[src/rtl/wb_regfile_pkg.sv]
// Shared writeback-stage definitions: select encodings, RV32I opcodes and the
// WB stage register layout used by wb_ctrl and wb_regfile.
package wb_regfile_pkg;

  localparam int XLEN       = 32;
  localparam int REG_ADDR_W = 5;
  localparam int NUM_REGS   = 32;

  typedef enum logic [1:0] {
    WB_SEL_ALU = 2'd0,
    WB_SEL_MEM = 2'd1,
    WB_SEL_PC4 = 2'd2,
    WB_SEL_RSV = 2'd3
  } wb_sel_e;

  localparam logic [6:0] OPC_LUI      = 7'b0110111;
  localparam logic [6:0] OPC_AUIPC    = 7'b0010111;
  localparam logic [6:0] OPC_JAL      = 7'b1101111;
  localparam logic [6:0] OPC_JALR     = 7'b1100111;
  localparam logic [6:0] OPC_BRANCH   = 7'b1100011;
  localparam logic [6:0] OPC_LOAD     = 7'b0000011;
  localparam logic [6:0] OPC_STORE    = 7'b0100011;
  localparam logic [6:0] OPC_OP_IMM   = 7'b0010011;
  localparam logic [6:0] OPC_OP       = 7'b0110011;
  localparam logic [6:0] OPC_MISC_MEM = 7'b0001111;
  localparam logic [6:0] OPC_SYSTEM   = 7'b1110011;

  typedef struct packed {
    logic                  valid;
    logic                  write_to_reg;
    wb_sel_e               sel;
    logic [REG_ADDR_W-1:0] rd;
    logic [XLEN-1:0]       alu_result;
    logic [XLEN-1:0]       load_data;
    logic [XLEN-1:0]       pc_plus4;
  } wb_stage_t;

  // The reserved encoding falls back to the ALU result.
  function automatic logic [XLEN-1:0] wb_select(
    input wb_sel_e         sel,
    input logic [XLEN-1:0] alu,
    input logic [XLEN-1:0] mem,
    input logic [XLEN-1:0] pc4
  );
    logic [XLEN-1:0] result;
    case (sel)
      WB_SEL_ALU: result = alu;
      WB_SEL_MEM: result = mem;
      WB_SEL_PC4: result = pc4;
      default:    result = alu;
    endcase
    return result;
  endfunction

endpackage

[src/rtl/wb_regfile_if.sv]
// Bus between the MEM/decode stages and the writeback stage with its register file.
interface wb_regfile_if;

  logic        in_valid;
  logic        stall;
  logic        flush;
  logic        write_to_reg;
  logic [1:0]  data_to_reg_sel;
  logic [4:0]  rd;
  logic [31:0] alu_result;
  logic [31:0] load_data;
  logic [31:0] pc_plus4;
  logic [4:0]  rs1_addr;
  logic [4:0]  rs2_addr;
  logic [31:0] rs1_data;
  logic [31:0] rs2_data;
  logic        wb_valid;
  logic        wb_we;
  logic [4:0]  wb_rd;
  logic [31:0] wb_data;
  logic [31:0] retired;

  modport master (
    output in_valid, stall, flush, write_to_reg, data_to_reg_sel, rd,
           alu_result, load_data, pc_plus4, rs1_addr, rs2_addr,
    input  rs1_data, rs2_data, wb_valid, wb_we, wb_rd, wb_data, retired
  );

  modport slave (
    input  in_valid, stall, flush, write_to_reg, data_to_reg_sel, rd,
           alu_result, load_data, pc_plus4, rs1_addr, rs2_addr,
    output rs1_data, rs2_data, wb_valid, wb_we, wb_rd, wb_data, retired
  );

endinterface

[src/rtl/wb_regfile_regfile.sv]
// 32 x 32 register file: two combinational read ports with write-first bypass,
// one write port, x0 hard-wired to zero.
module regfile
  import wb_regfile_pkg::*;
(
  input  logic                  clk,
  input  logic                  rst,
  input  logic                  we,
  input  logic [REG_ADDR_W-1:0] waddr,
  input  logic [XLEN-1:0]       wdata,
  input  logic [REG_ADDR_W-1:0] raddr1,
  input  logic [REG_ADDR_W-1:0] raddr2,
  output logic [XLEN-1:0]       rdata1,
  output logic [XLEN-1:0]       rdata2
);

  logic [XLEN-1:0] mem_r [NUM_REGS];

  // Register array; reset wins over any pending write.
  always_ff @(posedge clk) begin
    if (rst) begin
      for (int i = 0; i < NUM_REGS; i++) begin
        mem_r[i] <= 32'd0;
      end
    end else if (we && (waddr != 5'd0)) begin
      mem_r[waddr] <= wdata;
    end
  end

  // Read ports: x0 reads zero, a same-cycle write is forwarded.
  always_comb begin
    rdata1 = 32'd0;
    rdata2 = 32'd0;
    if (raddr1 == 5'd0) begin
      rdata1 = 32'd0;
    end else if (we && (raddr1 == waddr)) begin
      rdata1 = wdata;
    end else begin
      rdata1 = mem_r[raddr1];
    end
    if (raddr2 == 5'd0) begin
      rdata2 = 32'd0;
    end else if (we && (raddr2 == waddr)) begin
      rdata2 = wdata;
    end else begin
      rdata2 = mem_r[raddr2];
    end
  end

endmodule

[src/rtl/wb_regfile.sv]
// Writeback stage: WB pipeline register, writeback mux, register file and
// retired-instruction counter.
module wb_regfile
  import wb_regfile_pkg::*;
(
  input  logic         clk,
  input  logic         rst,
  wb_regfile_if.slave  bus
);

  wb_stage_t       stage_r;
  logic [31:0]     retired_r;
  logic [XLEN-1:0] wb_data_s;
  logic            wb_we_s;
  logic            wr_en_s;

  // WB stage register; flush only kills the valid bit and overrides stall.
  always_ff @(posedge clk) begin
    if (rst) begin
      stage_r <= '0;
    end else if (bus.flush) begin
      stage_r.valid <= 1'b0;
    end else if (!bus.stall) begin
      stage_r.valid        <= bus.in_valid;
      stage_r.write_to_reg <= bus.write_to_reg;
      stage_r.sel          <= wb_sel_e'(bus.data_to_reg_sel);
      stage_r.rd           <= bus.rd;
      stage_r.alu_result   <= bus.alu_result;
      stage_r.load_data    <= bus.load_data;
      stage_r.pc_plus4     <= bus.pc_plus4;
    end
  end

  // Retired counter; wraps naturally at 2^32.
  always_ff @(posedge clk) begin
    if (rst) begin
      retired_r <= 32'd0;
    end else if (stage_r.valid && !bus.stall) begin
      retired_r <= retired_r + 32'd1;
    end
  end

  // Writeback value and write enable; a stalled instruction writes only on release.
  always_comb begin
    wb_data_s = wb_select(stage_r.sel, stage_r.alu_result,
                          stage_r.load_data, stage_r.pc_plus4);
    wb_we_s   = stage_r.valid && stage_r.write_to_reg && (stage_r.rd != 5'd0);
    wr_en_s   = wb_we_s && !bus.stall;
  end

  regfile u_regfile (
    .clk    (clk),
    .rst    (rst),
    .we     (wr_en_s),
    .waddr  (stage_r.rd),
    .wdata  (wb_data_s),
    .raddr1 (bus.rs1_addr),
    .raddr2 (bus.rs2_addr),
    .rdata1 (bus.rs1_data),
    .rdata2 (bus.rs2_data)
  );

  assign bus.wb_valid = stage_r.valid;
  assign bus.wb_we    = wb_we_s;
  assign bus.wb_rd    = stage_r.rd;
  assign bus.wb_data  = wb_data_s;
  assign bus.retired  = retired_r;

endmodule

[src/flat_wrapper.sv]
// flat-port wrapper written by rule: the top's interface ports become plain ports
module wb_regfile_flat import wb_regfile_pkg::*;
  (clk, rst, bus_in_valid, bus_stall, bus_flush, bus_write_to_reg, bus_data_to_reg_sel, bus_rd, bus_alu_result, bus_load_data, bus_pc_plus4, bus_rs1_addr, bus_rs2_addr, bus_rs1_data, bus_rs2_data, bus_wb_valid, bus_wb_we, bus_wb_rd, bus_wb_data, bus_retired);
  wb_regfile_if bus_i ();
  input  logic clk;
  input  logic rst;
  input wire logic [$bits(bus_i.in_valid)-1:0] bus_in_valid;
  input wire logic [$bits(bus_i.stall)-1:0] bus_stall;
  input wire logic [$bits(bus_i.flush)-1:0] bus_flush;
  input wire logic [$bits(bus_i.write_to_reg)-1:0] bus_write_to_reg;
  input wire logic [$bits(bus_i.data_to_reg_sel)-1:0] bus_data_to_reg_sel;
  input wire logic [$bits(bus_i.rd)-1:0] bus_rd;
  input wire logic [$bits(bus_i.alu_result)-1:0] bus_alu_result;
  input wire logic [$bits(bus_i.load_data)-1:0] bus_load_data;
  input wire logic [$bits(bus_i.pc_plus4)-1:0] bus_pc_plus4;
  input wire logic [$bits(bus_i.rs1_addr)-1:0] bus_rs1_addr;
  input wire logic [$bits(bus_i.rs2_addr)-1:0] bus_rs2_addr;
  output wire logic [$bits(bus_i.rs1_data)-1:0] bus_rs1_data;
  output wire logic [$bits(bus_i.rs2_data)-1:0] bus_rs2_data;
  output wire logic [$bits(bus_i.wb_valid)-1:0] bus_wb_valid;
  output wire logic [$bits(bus_i.wb_we)-1:0] bus_wb_we;
  output wire logic [$bits(bus_i.wb_rd)-1:0] bus_wb_rd;
  output wire logic [$bits(bus_i.wb_data)-1:0] bus_wb_data;
  output wire logic [$bits(bus_i.retired)-1:0] bus_retired;
  assign bus_i.in_valid = bus_in_valid;
  assign bus_i.stall = bus_stall;
  assign bus_i.flush = bus_flush;
  assign bus_i.write_to_reg = bus_write_to_reg;
  assign bus_i.data_to_reg_sel = bus_data_to_reg_sel;
  assign bus_i.rd = bus_rd;
  assign bus_i.alu_result = bus_alu_result;
  assign bus_i.load_data = bus_load_data;
  assign bus_i.pc_plus4 = bus_pc_plus4;
  assign bus_i.rs1_addr = bus_rs1_addr;
  assign bus_i.rs2_addr = bus_rs2_addr;
  assign bus_rs1_data = bus_i.rs1_data;
  assign bus_rs2_data = bus_i.rs2_data;
  assign bus_wb_valid = bus_i.wb_valid;
  assign bus_wb_we = bus_i.wb_we;
  assign bus_wb_rd = bus_i.wb_rd;
  assign bus_wb_data = bus_i.wb_data;
  assign bus_retired = bus_i.retired;
  wb_regfile u_core (.clk(clk), .rst(rst), .bus(bus_i));
endmodule
[config.mk]
export PLATFORM = sky130hd
export DESIGN_NAME = wb_regfile_flat
export DESIGN_NICKNAME = d
export VERILOG_FILES = /design/src/rtl/wb_regfile_pkg.sv /design/src/rtl/wb_regfile_if.sv /design/src/rtl/wb_regfile_regfile.sv /design/src/rtl/wb_regfile.sv /design/src/flat_wrapper.sv
export SDC_FILE = /design/constraint.sdc
export NUM_CORES = 2
export LEC_CHECK = 0
export BUFFER_PORTS_ARGS = -buffer_cell sky130_fd_sc_hd__buf_2
export CORE_MARGIN = 10
export CORE_UTILIZATION = 41
export CTS_CLUSTER_SIZE = 24
export DETAILED_ROUTE_END_ITERATION = 16
export PLACE_DENSITY = 0.66
export REMOVE_ABC_BUFFERS = 1
export SLEW_MARGIN = 20
export SYNTH_ARGS = -nofsm -noshare
export SYNTH_HDL_FRONTEND = slang
export SYNTH_HIERARCHICAL = 1
export SYNTH_SLANG_ARGS = --single-unit
[constraint.sdc]
create_clock -name clk -period 2.75 [get_ports clk]
set_input_delay 0.55 -clock clk [delete_from_list [all_inputs] [get_ports clk]]
set_output_delay 0.55 -clock clk [all_outputs]
set_load 0.02 [all_outputs]
==> flow_summary.json <==
{
  "grt_pass1_wl_um": 339000,
  "avgRoutedWirePerCell_um": 33.5,
  "min_period_ns": 3.70,
  "io_buffer_count": 253,
  "worstPathMaxFanout": 5,
  "powerDensity_nw_per_um2": 556,
  "synth-main-ff-cell": "edfxtp_1",
  "dp_hpwl_um": 158000,
  "synth_xor_area_share_pct": 0.304,
  "initial_core_util_pct": 41.4,
  "power.total_uw": 43400,
  "crit_buf_inv": 2,
  "first_pass_iters": 6,
  "hold_violations": 0,
  "status": "complete, but fails checks",
  "root_buffer": "clkbuf_16",
  "n_fill_cell": 11802,
  "worstMarginPinSlew_ns": 0.893,
  "crit_chain": "or3_1, o311a_1, nor2b_4, nand2_4, or2_4, a21oi_4, buf_6, a221o_1, buf_6",
  "chipHeight_um": 404,
  "drive_gt1_share_pct": 34.0,
  "yosys.area_share.simple_pct": 13.9,
  "yosys_warnings": 6,
  "worstSetupEndpointType": "output port",
  "grt_usage_pct": 28.9,
  "finalSetupViolations": 96,
  "final.setup.worst_slack_ns": -0.951,
  "whs_ns": 0.0362,
  "maxCapViolCount": 0,
  "hold_class": "input port to register",
  "p_leak_uw": 0.0296,
  "max_stage_delay_ns": 0.41,
  "yosys.area_share.adder_pct": 0.0621,
  "clk_path_buf_depth": 3,
  "fin_setup_tns_ns": -61.52,
  "synth_top_family_by_area": "multiplexers",
  "grt_antenna_before_repair": 24,
  "syn_to_final_growth_pct": 29.2,
  "cp_top_family": "compound AO/OA/AOI/OAI gates",
  "drt_iter0_markers": 6938,
  "crit_top_cell": "buf_6",
  "yosysMostFrequentCell": "edfxtp_1",
  "netlist_top_cells_count": "edfxtp_1, and2_1, mux4_2",
  "failed_checks": "negative setup slack",
  "synth_top_area_share_pct": 50.9,
  "vias_per_cell": 6.33,
  "htreeDepth": 4,
  "core-area_um2": 146000,
  "antenna_left": 0,
  "yosysSeqAreaShare_pct": 55.4,
  "synth_seq_cells": 1161,
  "grt_max_degree": 143,
  "async_reset_ff_share_pct": 0,
  "vdd_ir_drop_max_uv": 649,
  "place_congestion": 0.937,
  "multiInputGateArea_um2": 26600,
  "synth_top_area_cell": "edfxtp_1",
  "synthTopCellsByArea": "edfxtp_1, mux4_2, and2_1, mux2i_1, dfxtp_1",
  "cp_slowest_cell": "a221o_1",
  "drv_slew": 0,
  "synth_edf_count": 1024,
  "rows": 140,
  "postSynthAreaPerCell_um2": 13.5,
  "clock.fmax_mhz": 270,
  "nets": 5396,
  "dieArea_um2": 163000,
  "dp_slack_ns": -0.746,
  "cts.sinks": 1161,
  "skew_ns": 0.0335,
  "worstSetupStartpointType": "register",
  "clk_pin_slew_ns": 0.06,
  "cts_tree": "built",
  "routed_wl_um": 245000,
  "syn_area_um2": 60500,
  "syn_inst": 4490,
  "first_global_vias": 45653,
  "relSlewSlack_pct": 40.5,
  "vias": 46223,
  "regArea_um2": 33500,
  "cp.required_ns": 2.20,
  "synth_compound_area_share_pct": 7.73,
  "grt.overflow.total": 0,
  "muxShareOfSynthArea_pct": 19.3,
  "drcViolationCount": 0,
  "yosysUniqueCellTypes": 61,
  "cp.arrival_ns": 3.15,
  "clkLatencyLatePin_ns": 0.80,
  "path_class": "register to output port",
  "rsz0062_at_grt": "true",
  "period_share_pct": 135,
  "fp.dieW_um": 404,
  "io_pins": 254,
  "numCtsBuffers": 130
}
## placed cells by master, fill, tap and decap left out, types with 27 or more instances in the layout
master,netlist,layout
edfxtp_1,1024,1024
and2_1,997,996
buf_4,28,467
mux4_2,388,388
mux2i_1,283,283
nand2_1,283,259
a21oi_1,200,197
buf_12,0,186
buf_6,6,154
buf_2,69,151
clkbuf_16,0,142
a22oi_1,165,135
dfxtp_1,137,132
dlygate4sd3_1,0,91
a22o_1,55,42
o22ai_1,41,41
nor2_4,0,35
o221ai_1,42,32
conb_1,1,32
a22oi_2,0,30
o21ai_4,0,27
## final timing paths
| path | endpoint | depth (start not counted) | slack (ns) | start |
|---|---|---|---|---|
| setup reg to reg | u_core/u_regfile/mem_r[12][20] | 11 | -0.01 | u_core/bus.wb_rd[1] |
| hold reg to reg | u_core/stage_r[82] | 2 | 0.46 | u_core/stage_r[82] |
| setup / recovery | bus_rs2_data[26] | 9 | -0.95 | u_core/bus.wb_rd[1] |
| hold / removal | u_core/stage_r[80] | 3 | 0.04 | bus_alu_result[16] |
## area by class of cell
| cell class | instances | area share (%) |
|---|---|---|
| Antenna cell | 12 | 0.0384 |
| Clock buffer | 167 | 4.53 |
| Clock inverter | 65 | 0.681 |
| Inverter | 9 | 0.0464 |
| Multi-Input combinational cell | 2878 | 34.0 |
| Sequential cell | 1161 | 42.9 |
| Tap cell | 1917 | 3.07 |
| Timing Repair Buffer | 1094 | 14.8 |
## flip-flops by register name, indices dropped and copies added, names as in the netlist
name                    cells
u_core/u_regfile/mem_r   1024
u_core/bus.wb_rd            5
u_core/bus.retired         32
u_core/bus.wb_valid         1
u_core/stage_r             99
## power breakdown
group	leakage [uW]	total [uW]	internal [uW]	switching [uW]
Combinational	0.0159	6260	2850	3420
Sequential	0.0117	20100	19700	347
Clock	0.00201	17100	9670	7390
## per-stage QoR
step	utilization, %	cell area (um^2)	instances
after global routing	53.5	78100	7295
after global placement	47.3	69100	6808
after detailed placement	47.3	69100	6808
after CTS	52.8	77100	7250
final	53.5	78100	7303
after floorplan	-	58600	4047
## worst reg2reg max path, stage by stage, from the launching register on
cell and delay [ns]:
dfxtp_2 0.31, or3_1 0.36, o311a_1 0.32, nor2b_4 0.17
buf_6 0.12, buf_4 0.14, nand2b_1 0.09, or3_1 0.15
buf_12 0.16, nor2_4 0.06, or2_2 0.34, buf_12 0.20
## logic make-up (layout without fill, tap and decap cells)
kind of cell	Yosys count	count (layout)
flops	1161	1161
buf+inv	483	1335
other cells	1	44
xor+xnor	21	21
compound gates	674	675
mux	678	678
simple gates	1469	1469
fa+ha+maj	3	3
## layer usage
metal  up-vias  global-route usage (%)  share of wire, %
li1      18643                       -                 -
met1     23050                    36.2                35
met2      3712                    45.0                45
met3       814                    8.42                14
met4         4                    15.6               6.2
met5         -                       0             0.011
## repair_timing
action,CTS,global route
pin swaps,70,42
gates cloned,13,9
setup buffers,108,46
hold endpoints to repair,91,0
hold buffers,91,0
resized for setup,432,122
setup endpoints to repair,694,300
No activity file was read; power rests on OpenSTA's default activity.
